[src/rtl/fixed_divider.sv]
// fixed_divider: iterative signed fixed-point divider with reserved +Inf/-Inf/NaN codes.
// Optional status flags output is enabled by defining FIXED_DIVIDER_FLAGS_EN.
module fixed_divider #(
  parameter int WIDTH          = 64,
  parameter int FRAC           = 48,
  parameter int BITS_PER_CYCLE = 1
) (
  input  logic             clk,
  input  logic             reset,
  input  logic             launch,
  input  logic [WIDTH-1:0] a,
  input  logic [WIDTH-1:0] b,
  output logic             busy,
  output logic             done,
  output logic [WIDTH-1:0] res
`ifdef FIXED_DIVIDER_FLAGS_EN
  ,
  output logic [3:0]       flags
`endif
);

  localparam int N    = WIDTH - 1 + FRAC;
  localparam int ITER = (N + BITS_PER_CYCLE - 1) / BITS_PER_CYCLE;
  localparam int QW   = ITER * BITS_PER_CYCLE;
  localparam int CW   = $clog2(ITER + 1);

  localparam logic [WIDTH-1:0] POS_INF  = {1'b0, {(WIDTH-1){1'b1}}};
  localparam logic [WIDTH-1:0] NEG_INF  = {1'b1, {(WIDTH-2){1'b0}}, 1'b1};
  localparam logic [WIDTH-1:0] NAN_CODE = {1'b1, {(WIDTH-1){1'b0}}};
  localparam logic [WIDTH-1:0] ZERO_W   = {WIDTH{1'b0}};
  localparam logic [WIDTH-1:0] ONE_W    = {{(WIDTH-1){1'b0}}, 1'b1};
  localparam logic [WIDTH-2:0] ONE_M    = {{(WIDTH-2){1'b0}}, 1'b1};
  localparam logic [CW-1:0]    LAST_CNT = CW'(ITER - 1);
  localparam logic [CW-1:0]    ONE_C    = CW'(1);

  typedef enum logic [0:0] {
    S_IDLE = 1'b0,
    S_RUN  = 1'b1
  } state_t;

  state_t           state_r, state_s;
  logic [CW-1:0]    cnt_r;
  logic [QW-1:0]    dq_r;
  logic [WIDTH-2:0] rem_r;
  logic [WIDTH-2:0] div_r;
  logic             sign_r;
  logic             busy_r, done_r;
  logic [WIDTH-1:0] res_r;

  logic             a_nan_s, b_nan_s, a_inf_s, b_inf_s, a_zero_s, b_zero_s;
  logic             special_s, spec_nan_s;
  logic [WIDTH-1:0] spec_res_s;
  logic [WIDTH-2:0] mag_a_s, mag_b_s;
  logic [QW-1:0]    dq_load_s;
  logic [WIDTH-1:0] r_v;
  logic [QW-1:0]    x_v;
  logic [WIDTH-2:0] rem_step_s;
  logic [QW-1:0]    dq_step_s;
  logic             q_sat_s, last_s, load_s;
  logic [WIDTH-1:0] q_pos_s, fin_res_s;
  logic             busy_s, done_s;
  logic [WIDTH-1:0] res_s;

`ifdef FIXED_DIVIDER_FLAGS_EN
  logic             spec_dbz_s;
  logic [3:0]       flags_r, flags_s;
`endif

  // Operand classification and special-value result selection
  always_comb begin
    a_nan_s    = (a == NAN_CODE);
    b_nan_s    = (b == NAN_CODE);
    a_inf_s    = (a == POS_INF) || (a == NEG_INF);
    b_inf_s    = (b == POS_INF) || (b == NEG_INF);
    a_zero_s   = (a == ZERO_W);
    b_zero_s   = (b == ZERO_W);
    special_s  = 1'b1;
    spec_nan_s = 1'b0;
    spec_res_s = ZERO_W;
    if (a_nan_s || b_nan_s || (a_inf_s && b_inf_s) || (a_zero_s && b_zero_s)) begin
      spec_nan_s = 1'b1;
      spec_res_s = NAN_CODE;
    end else if (b_zero_s) begin
      spec_res_s = a[WIDTH-1] ? NEG_INF : POS_INF;
    end else if (a_inf_s) begin
      spec_res_s = (a[WIDTH-1] ^ b[WIDTH-1]) ? NEG_INF : POS_INF;
    end else if (b_inf_s || a_zero_s) begin
      spec_res_s = ZERO_W;
    end else begin
      special_s = 1'b0;
    end
  end

`ifdef FIXED_DIVIDER_FLAGS_EN
  // Divide-by-zero flag for the special path
  always_comb begin
    spec_dbz_s = b_zero_s && !a_nan_s;
  end
`endif

  // Magnitudes fit in WIDTH-1 bits since the most negative code is NaN
  always_comb begin
    mag_a_s   = a[WIDTH-1] ? (~a[WIDTH-2:0] + ONE_M) : a[WIDTH-2:0];
    mag_b_s   = b[WIDTH-1] ? (~b[WIDTH-2:0] + ONE_M) : b[WIDTH-2:0];
    dq_load_s = {QW{1'b0}};
    dq_load_s[FRAC +: (WIDTH-1)] = mag_a_s;
  end

  // Restoring division: dividend bits leave the top of dq, quotient bits enter the bottom
  always_comb begin
    r_v = {1'b0, rem_r};
    x_v = dq_r;
    for (int k = 0; k < BITS_PER_CYCLE; k++) begin
      r_v = {r_v[WIDTH-2:0], x_v[QW-1]};
      x_v = {x_v[QW-2:0], 1'b0};
      if (r_v >= {1'b0, div_r}) begin
        r_v    = r_v - {1'b0, div_r};
        x_v[0] = 1'b1;
      end else begin
        r_v = r_v;
      end
    end
    rem_step_s = r_v[WIDTH-2:0];
    dq_step_s  = x_v;
  end

  // Final quotient: saturate at or above the +Inf code, otherwise apply sign
  always_comb begin
    q_sat_s = (|dq_step_s[QW-1:WIDTH-1]) || (&dq_step_s[WIDTH-2:0]);
    q_pos_s = {1'b0, dq_step_s[WIDTH-2:0]};
    if (q_sat_s) begin
      fin_res_s = sign_r ? NEG_INF : POS_INF;
    end else if (sign_r) begin
      fin_res_s = ~q_pos_s + ONE_W;
    end else begin
      fin_res_s = q_pos_s;
    end
    last_s = (state_r == S_RUN) && (cnt_r == LAST_CNT);
  end

  // FSM state register
  always_ff @(posedge clk or posedge reset) begin
    if (reset) begin
      state_r <= S_IDLE;
    end else begin
      state_r <= state_s;
    end
  end

  // FSM next-state logic
  always_comb begin
    state_s = state_r;
    case (state_r)
      S_IDLE: begin
        if (launch && !special_s) begin
          state_s = S_RUN;
        end else begin
          state_s = S_IDLE;
        end
      end
      S_RUN: begin
        if (cnt_r == LAST_CNT) begin
          state_s = S_IDLE;
        end else begin
          state_s = S_RUN;
        end
      end
      default: state_s = S_IDLE;
    endcase
  end

  // FSM output logic: next values of the registered outputs and datapath load
  always_comb begin
    load_s = 1'b0;
    busy_s = 1'b0;
    done_s = 1'b0;
    res_s  = res_r;
`ifdef FIXED_DIVIDER_FLAGS_EN
    flags_s = flags_r;
`endif
    case (state_r)
      S_IDLE: begin
        if (launch && special_s) begin
          done_s = 1'b1;
          res_s  = spec_res_s;
`ifdef FIXED_DIVIDER_FLAGS_EN
          flags_s = {spec_nan_s, spec_dbz_s, 1'b0, 1'b0};
`endif
        end else if (launch) begin
          load_s = 1'b1;
          busy_s = 1'b1;
        end else begin
          busy_s = 1'b0;
        end
      end
      S_RUN: begin
        if (last_s) begin
          done_s = 1'b1;
          res_s  = fin_res_s;
`ifdef FIXED_DIVIDER_FLAGS_EN
          flags_s = {1'b0, 1'b0, q_sat_s, (rem_step_s != {(WIDTH-1){1'b0}})};
`endif
        end else begin
          busy_s = 1'b1;
        end
      end
      default: busy_s = 1'b0;
    endcase
  end

  // Datapath registers: operand capture on accept, one step per edge while running
  always_ff @(posedge clk or posedge reset) begin
    if (reset) begin
      cnt_r  <= {CW{1'b0}};
      dq_r   <= {QW{1'b0}};
      rem_r  <= {(WIDTH-1){1'b0}};
      div_r  <= {(WIDTH-1){1'b0}};
      sign_r <= 1'b0;
    end else if (load_s) begin
      cnt_r  <= {CW{1'b0}};
      dq_r   <= dq_load_s;
      rem_r  <= {(WIDTH-1){1'b0}};
      div_r  <= mag_b_s;
      sign_r <= a[WIDTH-1] ^ b[WIDTH-1];
    end else if (state_r == S_RUN) begin
      cnt_r  <= last_s ? {CW{1'b0}} : (cnt_r + ONE_C);
      dq_r   <= dq_step_s;
      rem_r  <= rem_step_s;
    end else begin
      cnt_r  <= cnt_r;
    end
  end

  // Registered outputs
  always_ff @(posedge clk or posedge reset) begin
    if (reset) begin
      busy_r <= 1'b0;
      done_r <= 1'b0;
      res_r  <= ZERO_W;
    end else begin
      busy_r <= busy_s;
      done_r <= done_s;
      res_r  <= res_s;
    end
  end

`ifdef FIXED_DIVIDER_FLAGS_EN
  // Status flags, written together with res
  always_ff @(posedge clk or posedge reset) begin
    if (reset) begin
      flags_r <= 4'b0000;
    end else begin
      flags_r <= flags_s;
    end
  end

  assign flags = flags_r;
`endif

  assign busy = busy_r;
  assign done = done_r;
  assign res  = res_r;

endmodule

[config.mk]
export PLATFORM = sky130hd
export DESIGN_NAME = fixed_divider
export DESIGN_NICKNAME = d
export VERILOG_FILES = /design/src/rtl/fixed_divider.sv
export SDC_FILE = /design/constraint.sdc
export NUM_CORES = 1
export LEC_CHECK = 0
export ABC_AREA = 1
export CORE_ASPECT_RATIO = 0.5
export CORE_UTILIZATION = 33
export CTS_CLUSTER_DIAMETER = 80
export CTS_CLUSTER_SIZE = 24
export DETAILED_ROUTE_END_ITERATION = 8
export DONT_BUFFER_PORTS = 1
export MAX_ROUTING_LAYER = met4
export PLACE_DENSITY = 0.47
export SYNTH_ARGS = -nofsm -noshare
export SYNTH_HDL_FRONTEND = slang
export SYNTH_SLANG_ARGS = --single-unit
export TNS_END_PERCENT = 5
[constraint.sdc]
create_clock -name clk -period 16.4 [get_ports clk]
set_clock_uncertainty 0.2 [all_clocks]
set_input_delay 3.28 -clock clk [delete_from_list [all_inputs] [get_ports clk]]
set_output_delay 3.28 -clock clk [all_outputs]
set_load 0.05 [all_outputs]
==> impl_results.md <==
- Peak VDD IR: 53.6 µV
- Total core area: about 0.073 mm²
- Most frequent CP cell: nand2_1
- Gpl congestion: approximately 0.94
- Top_reg_cell synth: dfrtp_1
- Setup CP Type: in2reg
- Max Root-Sink Buffers: 3
- Pwr Density: around 53 mW/mm²
- Fin crit period: 6.80 ns
- Worst-path fanout max: between 60 and 70
- Slowest CP cell: buf_4
- Slew HR: 15.2%
- Final Hold Fails: 0
- Post-CTS sizing: 0
- Total GRT Usage: about a quarter
- Pins Over Slew Limit: 0
- Vias per cell: around 5.2
- Synth unique cells: between 50 and 60
- Placed Instance Area: 0.0252 mm²
- Total setup buffers inserted after CTS: 0
- Clk sink count: between 300 and 400
- Synth cell count leaders: nand2_1 (837), nor2_1 (529), inv_1 (428), dfrtp_1 (311), o21ai_0 (244)
- Clk slew on worst S/H paths: about 0.1 ns
- Worst slew pin tran: between 1 and 1.5 ns
- Largest net degree at the start of global routing: about 130
- Post-synth ARST share: 100%
- Starting Density: ~33%
- Unrepaired setup endpoints after global routing: false
- Layout cells sized above 1: approximately 4.5%
- Hold Crit Class: reg2reg
- Achievable frequency: between 100 and 150 MHz
- Register area share after synthesis: 31.8%
- Row cnt: 70
- Vias: 23700
- Area leader, netlist: dfrtp_1
- Cts bufs inserted: 18
- Initial antenna violation count: 2
- Average wire per standard cell: roughly 19 µm
- Mapped Cells: roughly 3600
- DRC: 0
- CP arrival: between 7 and 8 ns
- Die X: 387 µm
- Total die area: 0.0753 mm²
- DRT antenna net count: 0
- Hold_buf cts: 0
- CP Launch Type: input port
- Outcome: finished clean
- Worst-Skew Late Latency: between 0.5 and 0.6 ns
- Mapped cell area: roughly 0.024 mm²
- GRT overflow: 0
- Synthesized flop and latch total: ~310
- Cell Chain, Critical Path: inv_1 > nand3_1 > nor2_1 > nand2_1 > nor3_1 > nand2_1 > nand2_1 > nand2_1 > nand2_1 > nor2_1 > nand2_1 > nand3_1 > nand2_2 > buf_4 > nand2_2 > inv_4 > buf_4 > a21oi_1
- Worst EP required: about 17 ns
- PortBufs: 0
- Post-synth EDFFs: 0
- Die span in y: 194 µm
- CTS Root Cell: clkbuf_16
- YS warnings: 0
- Post-Syn Area per Cell: 6.72 µm²
- Setup violators final: 0
- Final Instance Area: between 0.02 and 0.03 mm²
- Crit end category: flip-flop
- CTS tree: built
- P&R area growth vs syn: 5.37%
- Area contributors post-synth: dfrtp_1 (32%), nand2_1 (13%), nor2_1 (8.1%)
- Setup TNS: 0 ns
- Mapped Nets: between 3000 and 4000
- Count leader, synth: nand2_1
- IO Count: around 200
- Layout net count: approximately 3800
- Period utilization: roughly two fifths
- Max cap viols: 0
- Max incr delay on CP: 0.66 ns
- First-pass GRT wire length: 135 mm
- Htree depth: 1
- First-pass DRT Iterations: 5
- DR iter-0 viols: between 1500 and 2000
- Area share of the largest cell type after synthesis: a little under a third
- Lkg Pwr: roughly 11 nW
- Vias in the first global route: roughly 23000
- Routed WL: 87.3 mm
- HPWL after DPL: 66.6 mm
==> area by class of cell <==
cell class / instances / area (µm²)
multi-input cells: 2755 / 14400
clock buffers: 20 / 479
repair buffers: 20 / 163
inverters: 440 / 1660
fillers: 8120 / 47500
clock inverters: 4 / 57.6
diodes: 1 / 2.50
well taps: 972 / 1220
flip-flops and latches: 311 / 7790
==> worst max-delay path: cells and delay by family <==
kind	cells	cell delay, ns
AO/OA/AOI/OAI	1	0.15
AND/OR/NAND/NOR	13	1.84
buffers and inverters	4	1.55
==> metrics by stage <==
stage / util (%) / hold slack [ns] / power (mW) / instances / setup slack (ns)
after floorplan: - / 0.253 / 0.849 / 3637 / 4.32
after global placement: 34.5 / 0.270 / 0.877 / 4498 / 9.08
after detailed placement: 34.5 / 0.274 / 0.876 / 4498 / 9.05
after CTS: 35.2 / 0.298 / 1.40 / 4522 / 9.65
after global routing: 35.2 / 0.310 / 1.43 / 4523 / 9.21
final: 35.2 / 0.291 / 1.38 / 4523 / 9.60
==> flip-flops by register name, indices dropped and copies added (netlist names) <==
register / flops
rem_r: 63
cnt_r: 7
busy: 1
sign_r: 1
div_r: 63
done: 1
dq_r: 111
res: 64
==> report_power, final <==
group	internal (mW)	switching [mW]	total, mW
combinational	0.0282	0.0635	0.0917
clock	0.218	0.300	0.518
sequential	0.766	0	0.766
==> layout by cell type, fill, tap and decap left out, types with 2 or more instances in the layout <==
cell	n
xor2_1	133
inv_4	2
nor3_2	5
nor3_1	57
nand3_1	197
nand2_2	5
a21boi_0	5
a31oi_1	13
o21ai_0	244
or2_1	2
nand2_1	836
a21o_1	10
dfrtp_1	309
nand3_4	2
o211ai_1	41
a21oi_1	164
nand3b_1	3
buf_4	19
nor2_4	5
a211oi_1	6
or2_2	9
clkbuf_16	19
nand2_4	2
o22ai_1	71
o221ai_1	30
o31ai_1	8
nor4_1	44
inv_2	9
nor2_2	7
ha_1	72
inv_12	2
xnor2_1	53
o21ai_1	8
nor2_1	529
o21bai_1	22
inv_1	427
nand4_1	90
a21oi_2	60
and3_1	5
or3_1	2
==> per-layer routing <==
layer	routed length [µm]	global-route usage, %	vias to the layer above	part of all wire, %
met5	0	-	-	0
met4	1950	5.27	0	2.2
met3	3560	2.28	81	4.1
met2	40300	37.0	531	46
met1	41500	32.1	11300	48
li1	-	-	11800	-
==> worst paths after layout <==
kind / from / to / slack, ns / cells past startpoint
min: div_r[43] / div_r[43] / 0.29 / 2
max reg2reg: div_r[52] / res[58] / 9.76 / 27
max in group asynchronous: reset / rem_r[45] / 11.29 / 3
min reg2reg: div_r[43] / div_r[43] / 0.29 / 2
min in group asynchronous: reset / res[20] / 2.51 / 1
max: b[30] / res[61] / 9.60 / 18
==> cell families (layout without fill, tap and decap cells) <==
| kind of cell | count (synthesis) | after routing | share of synthesized area, % |
|---|---|---|---|
| AOI/OAI and AO/OA | 689 | 689 | 17.0 |
| xor gates and xnor gates | 186 | 186 | 6.66 |
| adders and majority gates | 73 | 73 | 3.77 |
| buffers and inverters | 571 | 484 | 9.39 |
| DFF | 311 | 311 | 31.8 |
| other | 0 | 1 | 0 |
| and+or+nand+nor | 1807 | 1807 | 31.4 |
Note: power is estimated with default switching activity, not from simulation.
